===== src/rtl/ydemux_stream_if.sv =====
// Bundle of signals between a producer, the demux and its per-destination consumers.
// The slave modport is the demux itself; the master modport is the producer/consumer side.
interface ydemux_stream_if #(
  parameter int WIDTH = 2,
  parameter int NOUT  = 2,
  parameter int SELW  = 1
);
  logic [WIDTH-1:0]      in_data;
  logic [SELW-1:0]       in_sel;
  logic                  in_valid;
  logic                  in_ready;
  logic [NOUT*WIDTH-1:0] out_data;
  logic [NOUT-1:0]       out_valid;
  logic [NOUT-1:0]       out_ready;
  logic                  err;
  logic [7:0]            drop_cnt;

  modport master (
    output in_data, in_sel, in_valid, out_ready,
    input  in_ready, out_data, out_valid, err, drop_cnt
  );

  modport slave (
    input  in_data, in_sel, in_valid, out_ready,
    output in_ready, out_data, out_valid, err, drop_cnt
  );
endinterface


===== src/rtl/ydemux_stream.sv =====
// Registered 1-to-N stream demultiplexer.
// Each output port owns a one-entry holding buffer with its own valid/ready handshake.
// A port that is draining can be refilled in the same cycle, so a stream aimed at a
// ready consumer moves one word per cycle. Words whose select lands beyond the last
// port are accepted and thrown away, flagged by a one-cycle err pulse and counted.
module ydemux_stream #(
  parameter int WIDTH = 2,
  parameter int NOUT  = 2,
  parameter int SELW  = 1
) (
  input logic            clk,
  input logic            rst,
  ydemux_stream_if.slave bus
);

  typedef enum logic {
    EMPTY = 1'b0,
    FULL  = 1'b1
  } port_state_t;

  port_state_t      state_q [NOUT];
  port_state_t      state_d [NOUT];
  logic [WIDTH-1:0] data_q  [NOUT];
  logic [NOUT-1:0]  fill;
  logic [NOUT-1:0]  drain;
  logic             in_ready_c;
  logic             sel_in_range;
  logic             accept;
  logic             drop;
  logic             err_q;
  logic [7:0]       drop_q;

  // Readiness follows the addressed port only: free if empty or being drained; a bad select is always taken
  always_comb begin
    in_ready_c   = 1'b1;
    sel_in_range = 1'b0;
    for (int i = 0; i < NOUT; i++) begin
      if (bus.in_sel == SELW'(i)) begin
        sel_in_range = 1'b1;
        in_ready_c   = (state_q[i] == EMPTY) || bus.out_ready[i];
      end
    end
  end

  assign accept = bus.in_valid & in_ready_c;
  assign drop   = accept & ~sel_in_range;

  // Per-port fill and drain strobes for this cycle
  always_comb begin
    fill  = '0;
    drain = '0;
    for (int i = 0; i < NOUT; i++) begin
      fill[i]  = accept && (bus.in_sel == SELW'(i));
      drain[i] = (state_q[i] == FULL) && bus.out_ready[i];
    end
  end

  // Next-state logic: a refill while draining keeps the buffer full
  always_comb begin
    for (int i = 0; i < NOUT; i++) begin
      state_d[i] = state_q[i];
      case (state_q[i])
        EMPTY:   if (fill[i]) state_d[i] = FULL;
        FULL:    if (drain[i] && !fill[i]) state_d[i] = EMPTY;
        default: state_d[i] = EMPTY;
      endcase
    end
  end

  // Buffer state registers
  always_ff @(posedge clk) begin
    for (int i = 0; i < NOUT; i++) begin
      if (rst) state_q[i] <= EMPTY;
      else     state_q[i] <= state_d[i];
    end
  end

  // Buffer data only changes on a fill, so a stalled word stays put for its consumer
  always_ff @(posedge clk) begin
    for (int i = 0; i < NOUT; i++) begin
      if (rst)          data_q[i] <= '0;
      else if (fill[i]) data_q[i] <= bus.in_data;
    end
  end

  // Error pulse and saturating drop counter for discarded words
  always_ff @(posedge clk) begin
    if (rst) begin
      err_q  <= 1'b0;
      drop_q <= 8'd0;
    end else begin
      err_q <= drop;
      if (drop && (drop_q != 8'hFF)) drop_q <= drop_q + 8'd1;
    end
  end

  // Flatten the buffers onto the output bus
  always_comb begin
    bus.out_valid = '0;
    bus.out_data  = '0;
    for (int i = 0; i < NOUT; i++) begin
      bus.out_valid[i]                = (state_q[i] == FULL);
      bus.out_data[i*WIDTH +: WIDTH]  = data_q[i];
    end
  end

  assign bus.in_ready = in_ready_c;
  assign bus.err      = err_q;
  assign bus.drop_cnt = drop_q;

endmodule


===== src/flat_wrapper.sv =====
// flat-port wrapper written by rule: the top's interface ports become plain ports
module ydemux_stream_flat 
#(
  parameter int WIDTH = 2,
  parameter int NOUT  = 2,
  parameter int SELW  = 1
)
  (clk, rst, bus_in_data, bus_in_sel, bus_in_valid, bus_out_ready, bus_in_ready, bus_out_data, bus_out_valid, bus_err, bus_drop_cnt);
  ydemux_stream_if #(.WIDTH(WIDTH), .NOUT(NOUT), .SELW(SELW)) bus_i ();
  input logic clk;
  input logic rst;
  input wire logic [$bits(bus_i.in_data)-1:0] bus_in_data;
  input wire logic [$bits(bus_i.in_sel)-1:0] bus_in_sel;
  input wire logic [$bits(bus_i.in_valid)-1:0] bus_in_valid;
  input wire logic [$bits(bus_i.out_ready)-1:0] bus_out_ready;
  output wire logic [$bits(bus_i.in_ready)-1:0] bus_in_ready;
  output wire logic [$bits(bus_i.out_data)-1:0] bus_out_data;
  output wire logic [$bits(bus_i.out_valid)-1:0] bus_out_valid;
  output wire logic [$bits(bus_i.err)-1:0] bus_err;
  output wire logic [$bits(bus_i.drop_cnt)-1:0] bus_drop_cnt;
  assign bus_i.in_data = bus_in_data;
  assign bus_i.in_sel = bus_in_sel;
  assign bus_i.in_valid = bus_in_valid;
  assign bus_i.out_ready = bus_out_ready;
  assign bus_in_ready = bus_i.in_ready;
  assign bus_out_data = bus_i.out_data;
  assign bus_out_valid = bus_i.out_valid;
  assign bus_err = bus_i.err;
  assign bus_drop_cnt = bus_i.drop_cnt;
  ydemux_stream #(.WIDTH(WIDTH), .NOUT(NOUT), .SELW(SELW)) u_core (.clk(clk), .rst(rst), .bus(bus_i));
endmodule

===== config.mk =====
export PLATFORM = sky130hd
export DESIGN_NAME = ydemux_stream_flat
export DESIGN_NICKNAME = d
export VERILOG_FILES = /design/src/rtl/ydemux_stream_if.sv /design/src/rtl/ydemux_stream.sv /design/src/flat_wrapper.sv
export SDC_FILE = /design/constraint.sdc
export NUM_CORES = 1
export LEC_CHECK = 0
export CORE_AREA = 10 10 47 49
export DETAILED_ROUTE_END_ITERATION = 16
export DIE_AREA = 0 0 57 59
export HOLD_SLACK_MARGIN = 0.03
export PLACE_DENSITY_LB_ADDON = 0.1
export SKIP_LAST_GASP = 1
export SLEW_MARGIN = 5
export SYNTH_ARGS = -nofsm -noshare
export SYNTH_HDL_FRONTEND = slang
export SYNTH_SLANG_ARGS = --single-unit

===== constraint.sdc =====
create_clock -name clk -period 0.9 [get_ports clk]
set_input_delay 0.135 -clock clk [delete_from_list [all_inputs] [get_ports clk]]
set_output_delay 0.135 -clock clk [all_outputs]
set_load 0.03 [all_outputs]

==> impl_metrics.toml <==
[layout]
drive_gt1_frac = 0.526
regArea_um2 = 161
antenna_cells = 0
area_delta_synth_final_pct = 67.6
multi_input_area_um2 = 216
nNetsFinal = 67
nFillCells = 144

[setup_path]
slowest_stage = "dfxtp_1"
path_cells = "nor2b_4 -> mux2i_4 -> buf_6"
path_class = "reg -> out"
path_max_fanout = 2
path_buf_inv = 1
end_kind = "primary output"
cpPeakStageDelay_ps = 310
critPathLaunchType = "flip-flop"
crit_required_ps = 760
critPathArrivalTime_ps = 970
crit_family = "flip-flops"
rrSetupSlack_ps = -110

[place]
place.gp.congestion = 0.676
portBuffers = 14
dpl.hpwl_um = 794
dpl_worst_slack_ps = -483

[clock_tree]
cts_buffer_depth = 2
clk_latency_ps = 240
cts_tree = "yes"
h-tree-depth = 1
clockRootBuffer = "clkbuf_4"
path_clk_slew_ps = 50
numCtsBuffers = 3
clock_sinks = 6

[die]
die_w_um = 57
floorplan.core_area_um2 = 1400
dieArea_um2 = 3360
rows = 14
ios = 24
die_h_um = 59
initial_core_util = 0.267

[grt]
grt_max_degree = 7
grt_use_total = 0.0560
grt_pass1_wl_um = 1440
antenna_found_initial = 0
first_global_vias = 354
grt-ovfl-total = 0

[routing]
wl_um = 962
wl_per_cell_um = 13.2
drc_errors = 0
ant_nets = 0
dr.pass1.iters = 3
dr_total_vias = 296
avgViaCountPerCell = 4.05
initialDrtViolationCount = 1

[sta]
period_needed_ps = 1110
finalSetupViolations = 12
slew_violations = 0
setup_slack_ps = -207
clock.fmax_ghz = 0.904
finClkSkew_ps = 0.135
hold_viol = 0
rsz0062_at_grt = "true"
period_share = 1.23

[status]
status = "complete, but fails checks"
violations = "negative setup slack"

[synthesis]
netlist_area_um2 = 374
synth_common_cells = "buf_4, edfxtp_1, nand2b_1"
yosysWarnings = 0
ys.flop_type = "edfxtp_1"
synth_cell_types = 13
synthCells = 35
yosysTopAreaCell = "edfxtp_1"
synthArstFlopShare = 0
synthTopCellsByArea = "edfxtp_1, buf_4, dfxtp_1"
synth_edf_count = 4
synth.most_common_cell = "buf_4"
avgSynthCellArea_um2 = 10.7
netlist.area_leader.share = 0.321
ys_ff_latch = 6
synth_seq_area_share = 0.428

[pwr]
power-per-cell-area_nw_per_um2 = 1310
peakVddDrop_mv = 0.496
p_leak_uw = 0.000271
finalPower_uw = 821

[job]
maxCapViolCount = 0

[worst_hold_path]
hp-class = "in -> reg"
[cell families (layout without fill, tap and decap cells)]
| kind of cell | after synthesis | in the layout | synth area share |
|---|---|---|---|
| AND/OR/NAND/NOR | 12 | 12 | 0.247 |
| buffers and inverters | 11 | 25 | 0.221 |
| flip-flops | 6 | 6 | 0.428 |
| AO/OA/AOI/OAI | 4 | 4 | 0.0669 |
| other | 1 | 9 | 0.0100 |
| multiplexers | 1 | 1 | 0.0268 |
[final timing paths]
path	from	endpoint	depth (start not counted)
setup reg to reg	u_core.state_q[1]$_SDFF_PP0_	u_core.data_q[1][0]$_SDFFCE_PN0P_	3
hold / removal	rst	u_core.state_q[0]$_SDFF_PP0_	2
setup / recovery	u_core.state_q[0]$_SDFF_PP0_	bus_in_ready	3
hold reg to reg	u_core.state_q[0]$_SDFF_PP0_	u_core.state_q[0]$_SDFF_PP0_	3
[layout make-up]
class                   instances  share of cell area
clock buffers                   3              0.0359
well taps                      16              0.0319
flip-flops and latches          6               0.257
multi-input cells              26               0.345
repair buffers                 22               0.329
[report_power, final]
| group | leakage [uW] | switching (uW) | internal, uW |
|---|---|---|---|
| Sequential | 0.0000592 | 7.87 | 314 |
| Clock | 0.0000138 | 92.9 | 151 |
| Combinational | 0.000198 | 148 | 108 |
| Total | 0.000271 | 249 | 572 |
[through the flow]
step | cells | hold WS, ps | cell area, um2 | utilization | setup TNS [ps]
4_1_cts | 72 | 314 | 616 | 0.439 | -928
3_5_place_dp | 67 | 587 | 524 | 0.374 | -4260
3_3_place_gp | 67 | 578 | 524 | 0.374 | -3990
2_1_floorplan | 43 | 204 | 427 | - | -59.8
6_report | 73 | 318 | 627 | 0.447 | -980
5_1_grt | 73 | 354 | 627 | 0.447 | -1340
[repair_timing]
item | in CTS | in global routing
hold buffers | 0 | 0
buffers inserted | 2 | 2
gates resized for setup | 19 | 2
setup endpoints to repair | 15 | 15
pin swaps | 1 | 1
hold endpoints to repair | 0 | 0
[per-layer routing]
| metal | track usage | vias up | share of wire |
|---|---|---|---|
| met5 | 0 | - | 0 |
| met4 | 0.0503 | 0 | 0.025 |
| met3 | 0.0258 | 2 | 0.079 |
| met2 | 0.0946 | 19 | 0.49 |
| met1 | 0.0493 | 133 | 0.40 |
| li1 | - | 142 | - |
[sequential cells by signal (all words and copies together) (netlist names)]
| name | cells |
|---|---|
| u_core.data_q | 4 |
| u_core.state_q | 2 |
[placed cells by master, fill, tap and decap left out, drive strengths merged]
master         count
mux2i              1
dlygate4sd2        5
nand2              1
a21oi              2
o21bai             2
nor3               4
nand2b             5
conb               9
nor2b              2
dfxtp              2
edfxtp             4
buf               15
clkdlybuf4s50      2
clkbuf             3
Power figures use the tool's default switching activity.
